==> src/rtl/cnn_div_pkg.sv <==
// cnn_div_pkg: shared types, default widths and saturation limits for the CNN divider/requantiser
package cnn_div_pkg;

    typedef enum logic [1:0] {IDLE, CALC, DONE} div_state_e;

    localparam int DIV_WIDTH_N = 14;
    localparam int DIV_WIDTH_D = 5;
    localparam int DIV_WIDTH_Q = 9;

    function automatic int q_max(input int w);
        return (1 << (w - 1)) - 1;
    endfunction

    function automatic int q_min(input int w);
        return -(1 << (w - 1));
    endfunction

    localparam int DIV_Q_MAX = q_max(DIV_WIDTH_Q);
    localparam int DIV_Q_MIN = q_min(DIV_WIDTH_Q);

endpackage

==> src/rtl/div_sat_sign.sv <==
// div_sat_sign: applies signs to magnitude quotient/remainder, saturates quotient, flags overflow
//   mag_q_i/mag_r_i : unsigned magnitudes      neg_q_i/neg_r_i : result signs
//   dbz_i           : divide-by-zero override  quo_o/rem_o/ovf_o : signed results and clip flag
module div_sat_sign
    import cnn_div_pkg::*;
#(
    parameter int WN = DIV_WIDTH_N,
    parameter int WD = DIV_WIDTH_D,
    parameter int WQ = DIV_WIDTH_Q
) (
    input  logic [WN-1:0] mag_q_i,
    input  logic [WD-1:0] mag_r_i,
    input  logic          neg_q_i,
    input  logic          neg_r_i,
    input  logic          dbz_i,
    output logic [WQ-1:0] quo_o,
    output logic [WD-1:0] rem_o,
    output logic          ovf_o
);
    localparam logic [WQ-1:0] Q_MAX   = WQ'(q_max(WQ));
    localparam logic [WQ-1:0] Q_MIN   = WQ'(q_min(WQ));
    localparam logic [WN-1:0] POS_LIM = WN'(q_max(WQ));
    localparam logic [WN-1:0] NEG_LIM = WN'(-q_min(WQ));

    logic clip;

    // a negative result may reach one step further than a positive one
    assign clip  = neg_q_i ? (mag_q_i > NEG_LIM) : (mag_q_i > POS_LIM);
    assign quo_o = (dbz_i || clip) ? (neg_q_i ? Q_MIN : Q_MAX)
                 : neg_q_i ? -mag_q_i[WQ-1:0] : mag_q_i[WQ-1:0];
    assign ovf_o = !dbz_i && clip;
    assign rem_o = dbz_i ? '0 : neg_r_i ? -mag_r_i : mag_r_i;

endmodule

==> src/rtl/seq_divider.sv <==
// seq_divider: iterative restoring signed divider, one quotient bit per clock, valid/ready both sides
//   in_valid/in_ready/dividend/divisor : request side, sampled only on the accepting edge
//   out_valid/out_ready                : response side, results held until accepted
//   quotient/remainder/overflow/div_by_zero : saturated signed results and flags
module seq_divider
    import cnn_div_pkg::*;
#(
    parameter int WIDTH_N = DIV_WIDTH_N,
    parameter int WIDTH_D = DIV_WIDTH_D,
    parameter int WIDTH_Q = DIV_WIDTH_Q
) (
    input  logic               clk,
    input  logic               rst_n,
    input  logic               in_valid,
    output logic               in_ready,
    input  logic [WIDTH_N-1:0] dividend,
    input  logic [WIDTH_D-1:0] divisor,
    output logic               out_valid,
    input  logic               out_ready,
    output logic [WIDTH_Q-1:0] quotient,
    output logic [WIDTH_D-1:0] remainder,
    output logic               overflow,
    output logic               div_by_zero
);
    localparam int CW = $clog2(WIDTH_N);

    div_state_e         state_q, state_d;
    logic [CW-1:0]      cnt_q, cnt_d;
    logic [WIDTH_N-1:0] dvd_q, dvd_d, calc_dvd;
    logic [WIDTH_D-1:0] dsr_q, dsr_d, rem_q, rem_d, calc_rem;
    logic               sgn_q_q, sgn_q_d, sgn_r_q, sgn_r_d;
    logic [WIDTH_Q-1:0] quo_q, quo_d, sat_quo;
    logic [WIDTH_D-1:0] rmo_q, rmo_d, sat_rem;
    logic               ovf_q, ovf_d, dbz_q, dbz_d, sat_ovf;
    logic [WIDTH_D:0]   shifted, trial;

    // dividend register shifts its MSB into the partial remainder and takes quotient bits in at the LSB
    assign shifted  = {rem_q, dvd_q[WIDTH_N-1]};
    assign trial    = shifted - {1'b0, dsr_q};
    assign calc_dvd = {dvd_q[WIDTH_N-2:0], ~trial[WIDTH_D]};
    assign calc_rem = trial[WIDTH_D] ? shifted[WIDTH_D-1:0] : trial[WIDTH_D-1:0];

    // in IDLE the formatter only serves the divide-by-zero path, signed by the live dividend
    div_sat_sign #(.WN(WIDTH_N), .WD(WIDTH_D), .WQ(WIDTH_Q)) u_sat (
        .mag_q_i (calc_dvd),
        .mag_r_i (calc_rem),
        .neg_q_i (state_q == IDLE ? dividend[WIDTH_N-1] : sgn_q_q),
        .neg_r_i (sgn_r_q),
        .dbz_i   (state_q == IDLE),
        .quo_o   (sat_quo),
        .rem_o   (sat_rem),
        .ovf_o   (sat_ovf)
    );

    always_comb begin
        state_d = state_q;
        cnt_d   = cnt_q;
        dvd_d   = dvd_q;
        dsr_d   = dsr_q;
        rem_d   = rem_q;
        sgn_q_d = sgn_q_q;
        sgn_r_d = sgn_r_q;
        quo_d   = quo_q;
        rmo_d   = rmo_q;
        ovf_d   = ovf_q;
        dbz_d   = dbz_q;
        case (state_q)
            IDLE: if (in_valid) begin
                dvd_d   = dividend[WIDTH_N-1] ? -dividend : dividend;
                dsr_d   = divisor[WIDTH_D-1] ? -divisor : divisor;
                rem_d   = '0;
                sgn_q_d = dividend[WIDTH_N-1] ^ divisor[WIDTH_D-1];
                sgn_r_d = dividend[WIDTH_N-1];
                cnt_d   = CW'(WIDTH_N - 1);
                state_d = divisor == '0 ? DONE : CALC;
                if (divisor == '0) begin
                    quo_d = sat_quo;
                    rmo_d = sat_rem;
                    ovf_d = sat_ovf;
                    dbz_d = 1'b1;
                end
            end
            CALC: begin
                dvd_d = calc_dvd;
                rem_d = calc_rem;
                cnt_d = cnt_q - 1'b1;
                if (cnt_q == '0) begin
                    state_d = DONE;
                    quo_d   = sat_quo;
                    rmo_d   = sat_rem;
                    ovf_d   = sat_ovf;
                end
            end
            DONE: if (out_ready) begin
                state_d = IDLE;
                quo_d   = '0;
                rmo_d   = '0;
                ovf_d   = 1'b0;
                dbz_d   = 1'b0;
            end
            default: state_d = IDLE;
        endcase
    end

    always_ff @(posedge clk or negedge rst_n) begin
        if (!rst_n) begin
            state_q <= IDLE;
            cnt_q   <= '0;
            dvd_q   <= '0;
            dsr_q   <= '0;
            rem_q   <= '0;
            sgn_q_q <= 1'b0;
            sgn_r_q <= 1'b0;
            quo_q   <= '0;
            rmo_q   <= '0;
            ovf_q   <= 1'b0;
            dbz_q   <= 1'b0;
        end else begin
            state_q <= state_d;
            cnt_q   <= cnt_d;
            dvd_q   <= dvd_d;
            dsr_q   <= dsr_d;
            rem_q   <= rem_d;
            sgn_q_q <= sgn_q_d;
            sgn_r_q <= sgn_r_d;
            quo_q   <= quo_d;
            rmo_q   <= rmo_d;
            ovf_q   <= ovf_d;
            dbz_q   <= dbz_d;
        end
    end

    assign in_ready    = state_q == IDLE;
    assign out_valid   = state_q == DONE;
    assign quotient    = quo_q;
    assign remainder   = rmo_q;
    assign overflow    = ovf_q;
    assign div_by_zero = dbz_q;

endmodule

==> config.mk <==
export PLATFORM = sky130hd
export DESIGN_NAME = seq_divider
export DESIGN_NICKNAME = d
export VERILOG_FILES = /design/src/rtl/cnn_div_pkg.sv /design/src/rtl/div_sat_sign.sv /design/src/rtl/seq_divider.sv
export SDC_FILE = /design/constraint.sdc
export NUM_CORES = 1
export LEC_CHECK = 0
export ABC_AREA = 1
export CORE_MARGIN = 3
export CORE_UTILIZATION = 28
export DETAILED_ROUTE_END_ITERATION = 8
export GPL_ROUTABILITY_DRIVEN = 0
export REMOVE_ABC_BUFFERS = 1
export SYNTH_ARGS = -nofsm -noshare
export SYNTH_HDL_FRONTEND = slang
export SYNTH_SLANG_ARGS = --single-unit
==> constraint.sdc <==
create_clock -name clk -period 2.8 [get_ports clk]
set_input_delay 0.56 -clock clk [delete_from_list [all_inputs] [get_ports clk]]
set_output_delay 0.56 -clock clk [all_outputs]
set_load 0.005 [all_outputs]
==> run metrics <==
status completed; clk root buf clkbuf_8; Pre-antenna DRT Iters 5; P&R area growth vs syn 19.7%; Sw Pwr 2.28 mW; switching share of power 48.4%; Die Height 112 um; Post-synth EDFFs 0; clock period minus worst slack 2.38 ns; final cycle utilization of the critical path 85.1%; Reg2Reg Launch Point dsr_q[3]; Final Core Density approximately 35%; Rel. slew slack 55.0%; Tot GR Track Use 12.1%; # DRC 0; Yosys cell types 39; clock tree from TritonCTS built; final hold vios 0; Seq pwr share 26.7%; Starting DRT DRC Count about 100; Crit Path Max Fanout 8; RSZ-0062 raised after global routing false; LEAKAGE around 1.8 nW; critical path data required time 2.24 ns; HP Class primary input to async pin; R2R depth 16; Critical Path Start state_q[0]; HPWL Detailed 5900 um; initial antenna violation count 0; PostCTS Resize Cnt 0; Core Region 0.0106 mm2; starting density of the core between 20% and 30%; CP Launch Type flop; PD cells 1260 mW/mm2; postcts setup bufs 0; routed len/inst 12.7 um; RR Endpoint quotient[8]; vias per cell roughly 4.7; via count 2730; Async S/R FF share, synth 100%; max-cap viol count 0; vias in the first global route about 2.7k; Chip Width between 100 and 150 um; Pint 2.43 mW; # rows 37; H-tree levels 2; first-pass GRT wire length 12600 um; flops & latches, synth 48; pin count of the biggest net entering global routing 31; IO Port Bufs 40; Crit path arrival time 1.82 ns; Hold-fix buffers, CTS 0; Peak VDD IR around 0.43 mV; Crit Path Class flop to primary output; Critical Path End Type primary output; post-route cell area 0.00375 mm2; Ant. Diodes 0; I/O pin count 41; clock power share 8.0%; Setup TNS Final 0 ns; post-route ant nets 0; warning count from the yosys run 0; sequential cell area fraction in the yosys report 38.4%; total congestion overflow 0; CTS buffer count 5; final WL 7350 um; TritonCTS sink count 48; Syn Area/Cell 7.78 um2; clock tree buffer depth 2; setup slack, reg-to-reg 0.43 ns; Mapped Cells approximately 400; layout cell share with drive strength beyond 1 9.28%; f_max 0.420 GHz; Synth Flop Type dfrtp_1; Worst Tran Pin Value 0.669 ns; Die Area around 0.012 mm2; Total Nets Final 481; clk_lat worst skew a little under 0.3 ns; Setup Viol. Count Final 0; clk_skew 0.00955 ns; Reg clk slew, reported paths around 0.090 ns; pins over their slew limit 0; Gate power share roughly 65%; DP Area 0.00368 mm2; Power Total 4.72 mW; Post-Syn Area 0.00313 mm2
==> area by class of cell <==
cell class | count | area, um2
Fill cell | 1116 | 6860
Inverter | 65 | 249
Clock buffer | 5 | 68.8
Multi-Input combinational cell | 279 | 1620
Timing Repair Buffer | 45 | 433
Sequential cell | 48 | 1200
Tap cell | 136 | 170
==> synthesized netlist by cell type, types with 6 or more instances <==
master    count  area (um2)
nand3_1      21         105
inv_1        57         214
nand4_1       7        43.8
dfrtp_1      48        1200
o221ai_1     12         105
xnor2_1       7        61.3
clkbuf_1      6        22.5
ha_1         13         163
o21bai_1      6        45.0
nand2_2       6        37.5
xor2_1       12         105
o21ai_0      22         110
a21oi_1      10        50.1
nor2_1       30         113
nand2_1      91         342
==> cell usage in the layout (no fill, tap or decap), types with 12 or more instances in the layout <==
cell,instances
xor2_1,12
nor2_1,30
inv_1,57
ha_1,13
nand3_1,21
o21ai_0,22
o221ai_1,12
clkdlybuf4s50_1,39
dfrtp_1,48
nand2_1,91
==> through the flow <==
stage          std cells  hold slack, ns  worst slack (ns)
3_5_place_dp         573           0.472             0.283
2_1_floorplan        392           0.264             0.451
4_1_cts              578           0.203             0.382
6_report             578           0.189             0.418
5_1_grt              578           0.223             0.162
3_3_place_gp         573           0.471             0.357
==> worst max-delay path, stage by stage, from the launching register on <==
cell and delay [ns]:
dfrtp_1 0.39, inv_1 0.10, ha_1 0.44, clkdlybuf4s50_1 0.59
==> worst max-delay path by stage <==
| stage | end | cells past startpoint |
|---|---|---|
| 6_report | in_ready | 3 |
| 5_1_grt | quotient[6] | 15 |
| 4_1_cts | in_ready | 3 |
| 3_5_place_dp | quotient[6] | 11 |
| 3_3_place_gp | quotient[5] | 11 |
| 2_1_floorplan | cnt_q[3] | 9 |
==> power groups by stage <==
stage          clock network (mW)  registers, mW  logic (mW)
2_1_floorplan                   0           1.24        2.20
3_3_place_gp                    0           1.27        3.03
3_5_place_dp                    0           1.27        3.10
4_1_cts                     0.390           1.26        3.11
5_1_grt                     0.413           1.31        3.51
6_report                    0.375           1.26        3.08
==> kinds of logic after synthesis <==
logic type | share of synthesized area [%]
xor gates and xnor gates | 5.32
adders and majority gates | 5.84
DFF | 38.4
buffers and inverters | 9.72
and+or+nand+nor | 26.1
AOI/OAI and AO/OA | 14.6
==> flip-flops by register name, indices dropped and copies added (netlist names) <==
signal	flops
overflow	1
sgn_r_q	1
remainder	5
rem_q	5
cnt_q	4
dsr_q	5
dvd_q	14
div_by_zero	1
quotient	9
state_q	2
sgn_q_q	1
==> layer usage <==
metal	up-vias	track usage, %	wire length [um]
met1	1280	16.2	3510
met3	2	2.77	397
met4	0	2.19	36
met2	54	20.1	3410
li1	1394	-	-
met5	-	0	0
Note: power is estimated with default switching activity, not from simulation.
